## src/rtl/decoder_nto2n_seq_if.sv

```systemverilog
// Request/response bundle for the registered N-to-2^N decoder with scan sequencer.
interface decoder_nto2n_seq_if #(
  parameter int N       = 4,
  parameter int DWELL_W = 8
);
  localparam int NL = 1 << N;

  logic               en;
  logic               in_valid;
  logic               mode;
  logic [N-1:0]       a;
  logic [DWELL_W-1:0] dwell;

  logic [NL-1:0]      y;
  logic [N-1:0]       sel;
  logic               y_valid;
  logic               busy;
  logic               wrap;

  modport master (
    output en, in_valid, mode, a, dwell,
    input  y, sel, y_valid, busy, wrap
  );

  modport slave (
    input  en, in_valid, mode, a, dwell,
    output y, sel, y_valid, busy, wrap
  );
endinterface

```

## src/rtl/decoder_nto2n_seq.sv

```systemverilog
// Registered one-hot decoder with a built-in scan sequencer.
//
// state   | meaning
// --------+----------------------------------------------------------
// IDLE    | y holds the last direct/aborted decode (or zero); waits
// SCAN    | walks y across all lines, each held dwell_q+1 cycles
module decoder_nto2n_seq #(
  parameter int N       = 4,
  parameter int DWELL_W = 8
) (
  input  logic               clk,
  input  logic               rst_n,
  decoder_nto2n_seq_if.slave bus
);
  localparam int NL = 1 << N;

  localparam logic [0:0] ST_IDLE = 1'b0;
  localparam logic [0:0] ST_SCAN = 1'b1;

  logic [0:0]         state_q, state_d;
  logic [NL-1:0]      y_q, y_d;
  logic [N-1:0]       sel_q, sel_d;
  logic               y_valid_q, y_valid_d;
  logic               wrap_q, wrap_d;
  logic [DWELL_W-1:0] cnt_q, cnt_d;
  logic [DWELL_W-1:0] dwell_q, dwell_d;

  // Next-state: en low kills everything, a request overrides any scan step.
  always_comb begin
    state_d   = state_q;
    y_d       = y_q;
    sel_d     = sel_q;
    y_valid_d = 1'b0;
    wrap_d    = 1'b0;
    cnt_d     = cnt_q;
    dwell_d   = dwell_q;

    if (!bus.en) begin
      state_d = ST_IDLE;
      y_d     = '0;
    end else if (bus.in_valid) begin
      sel_d        = bus.a;
      y_d          = '0;
      y_d[bus.a]   = 1'b1;
      y_valid_d    = 1'b1;
      if (bus.mode) begin
        state_d = ST_SCAN;
        dwell_d = bus.dwell;
        cnt_d   = bus.dwell;
      end else begin
        state_d = ST_IDLE;
      end
    end else if (state_q == ST_SCAN) begin
      if (cnt_q != '0) begin
        cnt_d = cnt_q - 1'b1;
      end else begin
        // sel wraps naturally at N bits; flag the top-to-zero step
        sel_d        = sel_q + 1'b1;
        y_d          = '0;
        y_d[sel_d]   = 1'b1;
        y_valid_d    = 1'b1;
        wrap_d       = (sel_q == '1);
        cnt_d        = dwell_q;
      end
    end
  end

  // State and output registers with synchronous active-low reset.
  always_ff @(posedge clk) begin
    if (!rst_n) begin
      state_q   <= ST_IDLE;
      y_q       <= '0;
      sel_q     <= '0;
      y_valid_q <= 1'b0;
      wrap_q    <= 1'b0;
      cnt_q     <= '0;
      dwell_q   <= '0;
    end else begin
      state_q   <= state_d;
      y_q       <= y_d;
      sel_q     <= sel_d;
      y_valid_q <= y_valid_d;
      wrap_q    <= wrap_d;
      cnt_q     <= cnt_d;
      dwell_q   <= dwell_d;
    end
  end

  assign bus.y       = y_q;
  assign bus.sel     = sel_q;
  assign bus.y_valid = y_valid_q;
  assign bus.busy    = (state_q == ST_SCAN);
  assign bus.wrap    = wrap_q;
endmodule

```

## src/flat_wrapper.sv

```systemverilog
// flat-port wrapper written by rule: the top's interface ports become plain ports
module decoder_nto2n_seq_flat 
#(
  parameter int N       = 4,
  parameter int DWELL_W = 8
)
  (clk, rst_n, bus_en, bus_in_valid, bus_mode, bus_a, bus_dwell, bus_y, bus_sel, bus_y_valid, bus_busy, bus_wrap);
  decoder_nto2n_seq_if #(.N(N), .DWELL_W(DWELL_W)) bus_i ();
  input  logic clk;
  input  logic rst_n;
  input wire logic [$bits(bus_i.en)-1:0] bus_en;
  input wire logic [$bits(bus_i.in_valid)-1:0] bus_in_valid;
  input wire logic [$bits(bus_i.mode)-1:0] bus_mode;
  input wire logic [$bits(bus_i.a)-1:0] bus_a;
  input wire logic [$bits(bus_i.dwell)-1:0] bus_dwell;
  output wire logic [$bits(bus_i.y)-1:0] bus_y;
  output wire logic [$bits(bus_i.sel)-1:0] bus_sel;
  output wire logic [$bits(bus_i.y_valid)-1:0] bus_y_valid;
  output wire logic [$bits(bus_i.busy)-1:0] bus_busy;
  output wire logic [$bits(bus_i.wrap)-1:0] bus_wrap;
  assign bus_i.en = bus_en;
  assign bus_i.in_valid = bus_in_valid;
  assign bus_i.mode = bus_mode;
  assign bus_i.a = bus_a;
  assign bus_i.dwell = bus_dwell;
  assign bus_y = bus_i.y;
  assign bus_sel = bus_i.sel;
  assign bus_y_valid = bus_i.y_valid;
  assign bus_busy = bus_i.busy;
  assign bus_wrap = bus_i.wrap;
  decoder_nto2n_seq #(.N(N), .DWELL_W(DWELL_W)) u_core (.clk(clk), .rst_n(rst_n), .bus(bus_i));
endmodule
```

## config.mk

```make
export PLATFORM = sky130hd
export DESIGN_NAME = decoder_nto2n_seq_flat
export DESIGN_NICKNAME = d
export VERILOG_FILES = /design/src/rtl/decoder_nto2n_seq_if.sv /design/src/rtl/decoder_nto2n_seq.sv /design/src/flat_wrapper.sv
export SDC_FILE = /design/constraint.sdc
export NUM_CORES = 1
export LEC_CHECK = 0
export BUFFER_PORTS_ARGS = -buffer_cell sky130_fd_sc_hd__buf_2
export CAP_MARGIN = 0
export CORE_MARGIN = 4
export CORE_UTILIZATION = 40
export CTS_CLUSTER_DIAMETER = 100
export DETAILED_ROUTE_END_ITERATION = 6
export PLACE_DENSITY_LB_ADDON = 0.1
export SETUP_SLACK_MARGIN = 0.05
export SKIP_CTS_REPAIR_TIMING = 1
export SKIP_LAST_GASP = 1
export SLEW_MARGIN = 20
export SYNTH_ARGS = -nofsm -noshare
export SYNTH_HDL_FRONTEND = slang
export SYNTH_SLANG_ARGS = --single-unit
```

## constraint.sdc

```tcl
create_clock -name clk -period 1.8 [get_ports clk]
set_clock_uncertainty 0.2 [all_clocks]
set_input_delay 0.18 -clock clk [delete_from_list [all_inputs] [get_ports clk]]
set_output_delay 0.18 -clock clk [all_outputs]
set_load 0.005 [all_outputs]
```

==> impl_metrics.csv, run 1 <==
group,metric,value,unit
cells_and_area,final-seq-area,795,um^2
synth,muxShareOfSynthArea,5.13,%
flow_run,cap_violations,0,
global_routing,antenna_found_initial,0,
detailed_routing,dr.pass1.iters,4,
floorplan,placeableCoreArea,5170,um^2
synth,yosysSeqAreaShare,35.9,%
cells_and_area,num-fill-cells,444,
critical_path,max_stage_delay,0.38,ns
timing,rsz0062_at_grt,"yes",
global_routing,grtUsageTotal,18.9,%
global_routing,grt_start_max_net_pins,30,
critical_path,critPathTopFamily,"simple AND/OR/NAND/NOR gates",
timing,clock.fmax,0.549,GHz
pwr,power.density,695,nW/um^2
critical_path,required,1.81,ns
critical_path,path_buf_inv,2,
synth,synth_ff_type,"dfxtp_1",
synth,synth_xor_area_share,1.61,%
detailed_routing,wl_per_cell,15.1,um
synth,synth-simple-area-share,25.0,%
cells_and_area,drive_above_1_share,42.0,%
synth,ys_ff_latch,39,
place,port_buffers,39,
run_status,run_status,"finished with violations",
pwr,finalPower,0.00220,W
critical_path,path_class,"flip-flop to flip-flop",
min_path,hold_class,"input port to flip-flop",
floorplan,fp-row-count,26,
synth,synth_edf_count,0,
cells_and_area,area_growth,45.6,%
place,place_ws,-0.0639,ns
cells_and_area,finalNonFillerCells,415,
detailed_routing,dr_total_vias,2220,
critical_path,cp_max_fo,6,
run_status,violations,"hold timing, setup timing",
clock_network,cts_root_buffer,"clkbuf_8",
place,postPlaceCellArea,2680,um^2
critical_path,cp_slowest_cell,"nor4_4",
clock_network,path_clk_slew,0.08,ns
global_routing,grt_first_pass_wirelength,9.83,mm
synth,synth_compound_area_share,23.0,%
detailed_routing,detail-route-antenna-nets,0,
timing,tightest_slew,0.389,ns
cells_and_area,final_area,3160,um^2
synth,synth_top_family_by_area,"simple AND/OR/NAND/NOR gates",
timing,fin_crit_sh,101,%
detailed_routing,avgViaCountPerCell,5.35,
critical_path,arrival,1.83,ns
cells_and_area,diodes,0,
synth,synth_fa_ha_area_share,3.46,%
clock_network,clk_latency,0.28,ns
timing,holdWs,-0.00625,ns
cells_and_area,multi_input_area,1500,um^2
synth,syn_avg_cell_area,8.32,um^2
floorplan,floorplan.die.height,81.7,um
floorplan,die_area,6670,um^2
clock_network,cts.htree.levels,2,
timing,setup_viol,1,
place,place_congestion,0.784,
floorplan,die_x,81.7,um
detailed_routing,drcViolationCount,0,
global_routing,grt_pass1_vias,2019,
synth,synthTopCellsByArea,"dfxtp_1 36%, mux2i_1 4.6%, nand2_1 4.5%, o21ai_0 3.7%, nor2_1 3.6%",
cells_and_area,fin_nets,367,
synth,synth.largest_area_cell,"dfxtp_1",
timing,maxSlewHeadroom,74.0,%
clock_network,cts_num_sinks,39,
clock_network,cts-buffers-inserted,5,
global_routing,grt_overflow_total,0,
synth,syn-instance-count,261,
clock_network,cts_tree,"built",
synth,ys_types,50,
synth,synth_top_area_share,35.9,%
synth,syn-cell-area,2170,um^2
synth,syn_nets,284,
synth,synthArstFlopShare,0,%
critical_path,cp_cell_sequence,"nor4_4 -> buf_4 -> nand2_4 -> buf_6 -> a211o_1 -> a31oi_1",
pwr,p_leak,1.32,nW
critical_path,end_kind,"flip-flop",
clock_network,clockBufferDepth,2,
detailed_routing,drt_iter0_markers,82,
place,hpwl,4.26,mm
place,dpl.cell_count,391,
timing,drv_slew,0,
synth,synth.yosys.warnings,0,
pwr,ir_worst_vdd,442,uV
critical_path,reg2reg_slack,-0.02,ns
timing,finalHoldViolations,1,
detailed_routing,routed_wl,6.28,mm
timing,post-route-min-period,1.82,ns
floorplan,initial_utilization,42.0,%
floorplan,pin_count,40,
critical_path,critPathLaunchType,"flip-flop",
timing,fin_ws,-0.0219,ns
## cells in the mapped netlist, types with 2 or more instances
cell type,instances
dfxtp_1,39
nand2_1,26
nor2_1,21
o21ai_0,16
nor2b_1,12
nor3_1,12
a21oi_1,10
inv_1,10
mux2i_1,10
a31oi_1,9
clkbuf_1,8
nand2b_1,7
ha_1,6
nand3_1,6
buf_2,5
o211ai_1,5
nor3b_1,4
o31ai_1,4
xnor2_1,4
a211oi_1,3
a311oi_2,3
a32oi_1,3
nor4_1,3
o21ai_1,3
buf_6,2
nor3_2,2
o2111ai_1,2
o221a_2,2
o2bb2ai_1,2
or3_1,2
## cell families (layout without fill, tap and decap cells)
kind of cell             Yosys count  in the layout
AO/OA/AOI/OAI                     70             73
flip-flops                        39             39
adder cells (fa/ha/maj)            6              6
XOR/XNOR                           4              4
multiplexers                      11             11
AND/OR/NAND/NOR                  104            104
buffers and inverters             27            108
## power breakdown
group	total, W	switching (W)	internal, W
clock network	0.000654	0.000304	0.000350
logic	0.000612	0.000304	0.000308
registers	0.000932	0.0000321	0.000900
total	0.00220	0.000640	0.00156
## worst min-delay path: stages
cell and delay, ns:
buf_2 0.12, nand2_1 0.06, a31oi_1 0.07
## per-layer routing
metal / routed length [um] / track usage [%] / vias to the layer above / part of all wire (%)
met5: 0 / 0 / - / 0
met4: 91 / 4.98 / 0 / 1.4
met3: 348 / 3.51 / 10 / 5.5
met2: 2970 / 31.8 / 65 / 47
met1: 2870 / 24.8 / 1020 / 46
li1: - / - / 1125 / -
## registers in the layout, summed over array words and instances, names as in the netlist
| signal | count |
|---|---|
| u_core.bus.y_valid | 1 |
| u_core.bus.busy | 1 |
| u_core.cnt_q | 8 |
| u_core.dwell_q | 8 |
| u_core.bus.y | 16 |
| u_core.bus.sel | 4 |
| u_core.bus.wrap | 1 |
## worst paths after layout
kind,startpoint,end,depth (start not counted)
worst max-delay path,u_core.cnt_q[5]$_SDFFE_PN0P_,u_core.cnt_q[5]$_SDFFE_PN0P_,6
worst min-delay path,bus_dwell[6],u_core.cnt_q[6]$_SDFFE_PN0P_,3
worst max register to register,u_core.cnt_q[5]$_SDFFE_PN0P_,u_core.cnt_q[5]$_SDFFE_PN0P_,6
worst min register to register,u_core.bus.y[5]$_SDFFE_PN0P_,u_core.bus.y[5]$_SDFFE_PN0P_,2
## through the flow
step / hold slack (ns) / setup TNS (ns) / utilization (%)
2_1_floorplan: 0.0872 / 0 / -
3_3_place_gp: 0.246 / -0.0426 / 51.9
3_5_place_dp: 0.250 / -0.424 / 51.9
4_1_cts: -0.0591 / -0.837 / 53.8
5_1_grt: 0.00850 / -0.646 / 61.1
6_report: -0.00625 / -0.0219 / 61.1
## cell usage in the layout, fill, tap and decap left out, types with 5 or more instances in the layout
cell,instances
clkbuf_8,7
dlygate4sd3_1,7
buf_6,8
o211ai_1,5
dfxtp_1,32
nor2b_1,11
buf_4,35
o21ai_0,13
a21oi_1,9
buf_2,39
mux2i_1,10
inv_1,7
a31oi_1,9
nor2_1,18
nand2b_1,7
nor3_1,10
dfxtp_2,5
nand2_1,23
nand3_1,5
## area by class of cell
type / count / area share [%]
inverter: 10 / 1.19
sequential: 39 / 25.1
multi-input combinational: 198 / 47.6
tap: 70 / 2.77
clock buffer: 8 / 3.17
timing repair buffer: 90 / 20.2
Note: power is estimated with default switching activity, not from simulation.
==> run 2, diff against run 1 <==
Settings changed: ABC_AREA set to 1.
==> impl_metrics.csv, run 2 <==
group,metric,value,unit
critical_path,r2r-end,"u_core.bus.y[7]$_SDFFE_PN0P_",
synth,syn-instance-count,326,
timing,tightest_slew,0.358,ns
critical_path,rr_worst_depth,11,
critical_path,max_stage_delay,0.33,ns
clock_network,cts_tree,"built",
pwr,netSwitchingFraction,29.8,%
place,port_buffers,39,
critical_path,cp_max_fo,8,
place,postPlaceCellArea,2510,um^2
global_routing,grt_start_max_net_pins,20,
detailed_routing,dr.pass1.iters,4,
clock_network,path_clk_slew,0.08,ns
synth,synth.yosys.warnings,0,
synth,syn_avg_cell_area,6.65,um^2
timing,tns,0,ns
timing,maxSlewHeadroom,76.1,%
pwr,ir_worst_vdd,336,uV
cells_and_area,final-seq-area,783,um^2
critical_path,endpoint,"u_core.bus.y[7]$_SDFFE_PN0P_",
cells_and_area,multi_input_area,1230,um^2
floorplan,pin_count,40,
critical_path,reg2reg_slack,0.15,ns
critical_path,arrival,1.64,ns
timing,drv_slew,0,
critical_path,end_kind,"flip-flop",
synth,syn-cell-area,2170,um^2
synth,yosysSeqAreaShare,36.0,%
detailed_routing,wl_per_cell,12.5,um
detailed_routing,drt_iter0_markers,92,
clock_network,clk_latency,0.29,ns
floorplan,fp-row-count,26,
cells_and_area,diodes,0,
min_path,hold_class,"input port to flip-flop",
detailed_routing,avgViaCountPerCell,4.85,
pwr,p_leak,1.28,nW
floorplan,placeableCoreArea,5170,um^2
cells_and_area,area_growth,28.7,%
cells_and_area,drive_above_1_share,24.0,%
timing,clock.fmax,0.606,GHz
detailed_routing,detail-route-antenna-nets,0,
pwr,seqPwrFrac,44.9,%
synth,synthTopCellsByArea,"dfxtp_1 36%, nand2_1 11%, nor2_1 11%, nand3_1 5.8%, o21ai_1 4.8%",
timing,finalHoldViolations,0,
critical_path,cp_cell_sequence,"inv_2 -> ha_2 -> nand3_2 -> nor2_4 -> nand2_2 -> nand2_4 -> buf_12 -> buf_8 -> o21ai_1 -> nor2_1 -> nor2_1",
cells_and_area,fin_nets,410,
global_routing,grt_overflow_total,0,
synth,synth_common_cells,"64 x nand2_1, 62 x nor2_1, 39 x dfxtp_1",
clock_network,cts.htree.levels,2,
synth,ys_ff_latch,39,
pwr,clock_power_share,31.5,%
floorplan,initial_utilization,41.9,%
global_routing,antenna_found_initial,0,
floorplan,floorplan.die.height,81.6,um
pwr,combPwrFrac,23.7,%
place,hpwl,4.18,mm
global_routing,grt_pass1_vias,2118,
detailed_routing,routed_wl,5.74,mm
timing,fin_crit_sh,91.6,%
critical_path,startpoint,"u_core.cnt_q[0]$_SDFFE_PN0P_",
synth,synth.largest_area_cell,"dfxtp_1",
pwr,power.density,743,nW/um^2
critical_path,required,1.79,ns
cells_and_area,final_area,2790,um^2
synth,synth_edf_count,0,
synth,syn_nets,349,
critical_path,critPathLaunchType,"flip-flop",
detailed_routing,drcViolationCount,0,
timing,rsz0062_at_grt,"no",
clock_network,cts_root_buffer,"clkbuf_8",
cells_and_area,num-fill-cells,557,
global_routing,grt_first_pass_wirelength,9.51,mm
clock_network,cts_num_sinks,39,
synth,synth_top_area_share,36.0,%
floorplan,die_x,81.6,um
clock_network,clockBufferDepth,2,
clock_network,cts-buffers-inserted,5,
synth,ys_types,29,
synth,synthArstFlopShare,0,%
synth,synth_ff_type,"dfxtp_1",
critical_path,cp_slowest_cell,"dfxtp_2",
detailed_routing,dr_total_vias,2222,
place,place_congestion,0.789,
synth,synth_most_common_cell,"nand2_1",
global_routing,grtUsageTotal,18.4,%
pwr,p_switching,0.000618,W
timing,setup_viol,0,
critical_path,rr_startpoint,"u_core.cnt_q[0]$_SDFFE_PN0P_",
flow_run,cap_violations,0,
cells_and_area,largest_register_ffs,16,
run_status,run_status,"completed",
pwr,internal_power,0.00145,W
floorplan,die_area,6660,um^2
cells_and_area,final_cell_mix,"62 x nor2_1, 62 x nand2_1, 39 x buf_2, 37 x dfxtp_1, 24 x nand3_1",
critical_path,cp_common_cell,"nor2_1",
timing,post-route-min-period,1.65,ns
critical_path,path_class,"flip-flop to flip-flop",
[run 2: cell types whose count changed after synthesis, moves of 5 or more]
| cell | before | now |
|---|---|---|
| o21ai_1 | 3 | 21 |
| nand3_1 | 6 | 25 |
| a31oi_1 | 9 | 0 |
| nor2b_1 | 12 | 0 |
| nor2_1 | 21 | 62 |
| nand2b_1 | 7 | 0 |
| nand2_1 | 26 | 64 |
| inv_1 | 10 | 25 |
| nor2_2 | 0 | 5 |
| mux2i_1 | 10 | 0 |
| clkbuf_1 | 8 | 2 |
| a21oi_1 | 10 | 20 |
[run 2: power groups by stage]
stage / Sequential [W] / Combinational [W] / Clock (W)
6_report: 0.000930 / 0.000490 / 0.000652
5_1_grt: 0.000934 / 0.000557 / 0.000714
4_1_cts: 0.000928 / 0.000442 / 0.000681
3_5_place_dp: 0.000948 / 0.000440 / 0
3_3_place_gp: 0.000949 / 0.000437 / 0
2_1_floorplan: 0.000946 / 0.000295 / 0
[run 2: cell type report]
class	count	share of cell area (%)
timing repair buffer	66	17.0
tap	70	3.14
inverter	31	4.22
multi-input combinational	244	44.0
clock buffer	8	3.59
sequential	39	28.1
[run 2: stage by stage]
step                      worst slack [ns]  power, W  hold WS, ns  utilization [%]  std cells
after floorplan                      0.224   0.00124        0.123                -        326
after global placement               0.142   0.00139        0.245             48.6        438
after detailed placement            0.0977   0.00139        0.253             48.6        438
after CTS                           0.0696   0.00205      -0.0680             50.6        446
after global routing                0.0631   0.00221      0.00940             53.9        458
final                                0.151   0.00207     0.000288             53.9        458
[run 2: logic make-up (layout without fill, tap and decap cells)]
group	after synthesis	count (layout)	synth area share [%]
buffers and inverters	43	105	8.78
XOR/XNOR	5	5	2.02
AO/OA/AOI/OAI	62	62	15.9
adder cells (fa/ha/maj)	6	6	3.46
flip-flops	39	39	36.0
AND/OR/NAND/NOR	171	171	33.8
[run 2: critical path, delay by kind of cell, from the launching register on]
family	cells	cell delay, ns
simple gates	6	0.50
fa+ha+maj	1	0.16
flops	1	0.33
compound gates	1	0.06
buf+inv	3	0.28
[run 2: per-layer routing]
layer  wire (um)  vias to the layer above  GRT usage [%]
li1            -                     1173              -
met1        2650                     1006           21.8
met2        2810                       33           32.9
met3         169                       10           3.73
met4         110                        0           6.48
met5           0                        -              0
[run 2: worst min path at each step]
stage | start | to | cells past startpoint
finish | bus_dwell[1] | u_core.dwell_q[1]$_SDFFE_PN0P_ | 3
global route | bus_en | u_core.bus.y_valid$_SDFF_PN0_ | 3
CTS | bus_dwell[2] | u_core.dwell_q[2]$_SDFFE_PN0P_ | 3
detailed placement | bus_dwell[2] | u_core.dwell_q[2]$_SDFFE_PN0P_ | 3
global placement | u_core.dwell_q[1]$_SDFFE_PN0P_ | u_core.dwell_q[1]$_SDFFE_PN0P_ | 2
floorplan | bus_en | u_core.bus.y_valid$_SDFF_PN0_ | 2
==> run 3, diff against run 2 <==
Settings changed: CTS_BUF_LIST set to sky130_fd_sc_hd__clkbuf_16, SLEW_MARGIN 20 to not set.
==> impl_metrics.csv, run 3 (synthesis results as in run 2) <==
group,metric,value,unit
clock_network,cts_tree,"built",
timing,drv_slew,0,
global_routing,use_met1,22.3,%
pwr,p_leak,1.29,nW
critical_path,critPathLaunchType,"flip-flop",
place,hpwl,4.18,mm
global_routing,grt_first_pass_wirelength,9.55,mm
cells_and_area,drive_above_1_share,23.5,%
timing,fin_crit_sh,93.1,%
detailed_routing,detail-route-antenna-nets,0,
global_routing,grtUsageTotal,18.5,%
global_routing,grt_pass1_vias,2122,
detailed_routing,dr_total_vias,2216,
critical_path,end_kind,"flip-flop",
timing,tns,0,ns
detailed_routing,drt_iter0_markers,93,
critical_path,cp_slowest_cell,"dfxtp_1",
global_routing,met3_usage,3.73,%
cells_and_area,largest_register_ffs,16,
floorplan,placeableCoreArea,5170,um^2
detailed_routing,dr.pass1.iters,4,
cells_and_area,num-fill-cells,547,
global_routing,grt-busiest-layer,"met2",
clock_network,cts_root_buffer,"clkbuf_16",
place,place_congestion,0.789,
pwr,finalPower,0.00225,W
critical_path,path_buf_inv,3,
min_path,min_from,"bus_dwell[7]",
timing,maxSlewHeadroom,76.2,%
timing,finalHoldViolations,1,
cells_and_area,utilization,54.5,%
pwr,power.density,799,nW/um^2
clock_network,cts_num_sinks,39,
cells_and_area,fin_nets,409,
critical_path,required,1.77,ns
floorplan,floorplan.die.height,81.6,um
critical_path,critPathTopFamily,"simple AND/OR/NAND/NOR gates",
clock_network,path_clk_slew,0.06,ns
global_routing,grt_overflow_total,0,
place,postPlaceCellArea,2510,um^2
critical_path,cp_max_fo,8,
detailed_routing,routed_wl,5.73,mm
timing,post-route-min-period,1.68,ns
global_routing,grt_use_met2,32.6,%
critical_path,cp_common_cell,"nor2_1",
cells_and_area,diodes,0,
floorplan,fp-row-count,26,
cells_and_area,final_cell_mix,"62 x nor2_1, 62 x nand2_1, 39 x buf_2, 37 x dfxtp_1, 25 x inv_1",
cells_and_area,final_area,2820,um^2
place,port_buffers,39,
timing,clock.fmax,0.597,GHz
floorplan,initial_utilization,41.9,%
global_routing,grt_start_max_net_pins,20,
run_status,violations,"hold timing",
floorplan,die_x,81.6,um
flow_run,cap_violations,0,
critical_path,rr_worst_depth,11,
pwr,ir_worst_vdd,435,uV
floorplan,die_area,6660,um^2
detailed_routing,avgViaCountPerCell,4.85,
clock_network,clk_latency,0.28,ns
critical_path,cp.depth,11,
timing,tightest_slew,0.356,ns
critical_path,startpoint,"u_core.cnt_q[1]$_SDFFE_PN0P_",
critical_path,arrival,1.65,ns
critical_path,path_class,"flip-flop to flip-flop",
timing,rsz0062_at_grt,"no",
global_routing,antenna_found_initial,0,
critical_path,cp_cell_sequence,"inv_1 -> ha_2 -> nand3_2 -> nor2_4 -> nand2_2 -> nand2_4 -> buf_12 -> buf_8 -> o21ai_1 -> nor2_1 -> nor2_1",
detailed_routing,wl_per_cell,12.5,um
timing,holdWs,-0.0168,ns
timing,setup_viol,0,
detailed_routing,drcViolationCount,0,
critical_path,max_stage_delay,0.31,ns
clock_network,clockBufferDepth,2,
floorplan,pin_count,40,
cells_and_area,area_growth,30.0,%
min_path,whs_path_depth,3,
clock_network,cts.htree.levels,2,
min_path,hold_class,"input port to flip-flop",
critical_path,rr_startpoint,"u_core.cnt_q[1]$_SDFFE_PN0P_",
run_status,run_status,"finished with violations",
clock_network,cts-buffers-inserted,5,
==> run 3: layer usage <==
| metal | part of all wire, % | routed length, um |
|---|---|---|
| met5 | 0 | 0 |
| met4 | 1.6 | 92 |
| met3 | 2.9 | 166 |
| met2 | 49 | 2820 |
| met1 | 46 | 2650 |
==> run 3: metrics by stage <==
| stage | setup slack, ns | hold slack [ns] | instances |
|---|---|---|---|
| final | 0.124 | -0.0168 | 457 |
| after global routing | 0.0487 | 0.0177 | 457 |
| after CTS | 0.0755 | -0.0473 | 446 |
| after detailed placement | 0.0977 | 0.253 | 438 |
| after global placement | 0.142 | 0.245 | 438 |
| after floorplan | 0.224 | 0.123 | 326 |
==> run 3: power by group <==
| group | internal, W | total, W | switching, W |
|---|---|---|---|
| combinational | 0.000203 | 0.000490 | 0.000287 |
| sequential | 0.000901 | 0.000931 | 0.0000299 |
| clock | 0.000498 | 0.000829 | 0.000331 |
==> run 3: tightest hold or removal path: stages <==
cell	delay, ns
buf_2	0.11
nand2_1	0.06
a21oi_1	0.05
==> run 3: final cells by class <==
type	instances	area, um^2	share of cell area, %
Multi-Input combinational cell	244	1230	43.7
Sequential cell	39	783	27.8
Timing Repair Buffer	65	459	16.3
Clock buffer	5	125	4.44
Inverter	31	120	4.26
Tap cell	70	87.6	3.11
Clock inverter	3	11.3	0.400
==> run 3: final timing paths <==
check / end / slack [ns]
setup / recovery: u_core.bus.y[7]$_SDFFE_PN0P_ / 0.12
hold / removal: u_core.dwell_q[7]$_SDFFE_PN0P_ / -0.02
setup reg to reg: u_core.bus.y[7]$_SDFFE_PN0P_ / 0.12
hold reg to reg: u_core.dwell_q[4]$_SDFFE_PN0P_ / 0.26
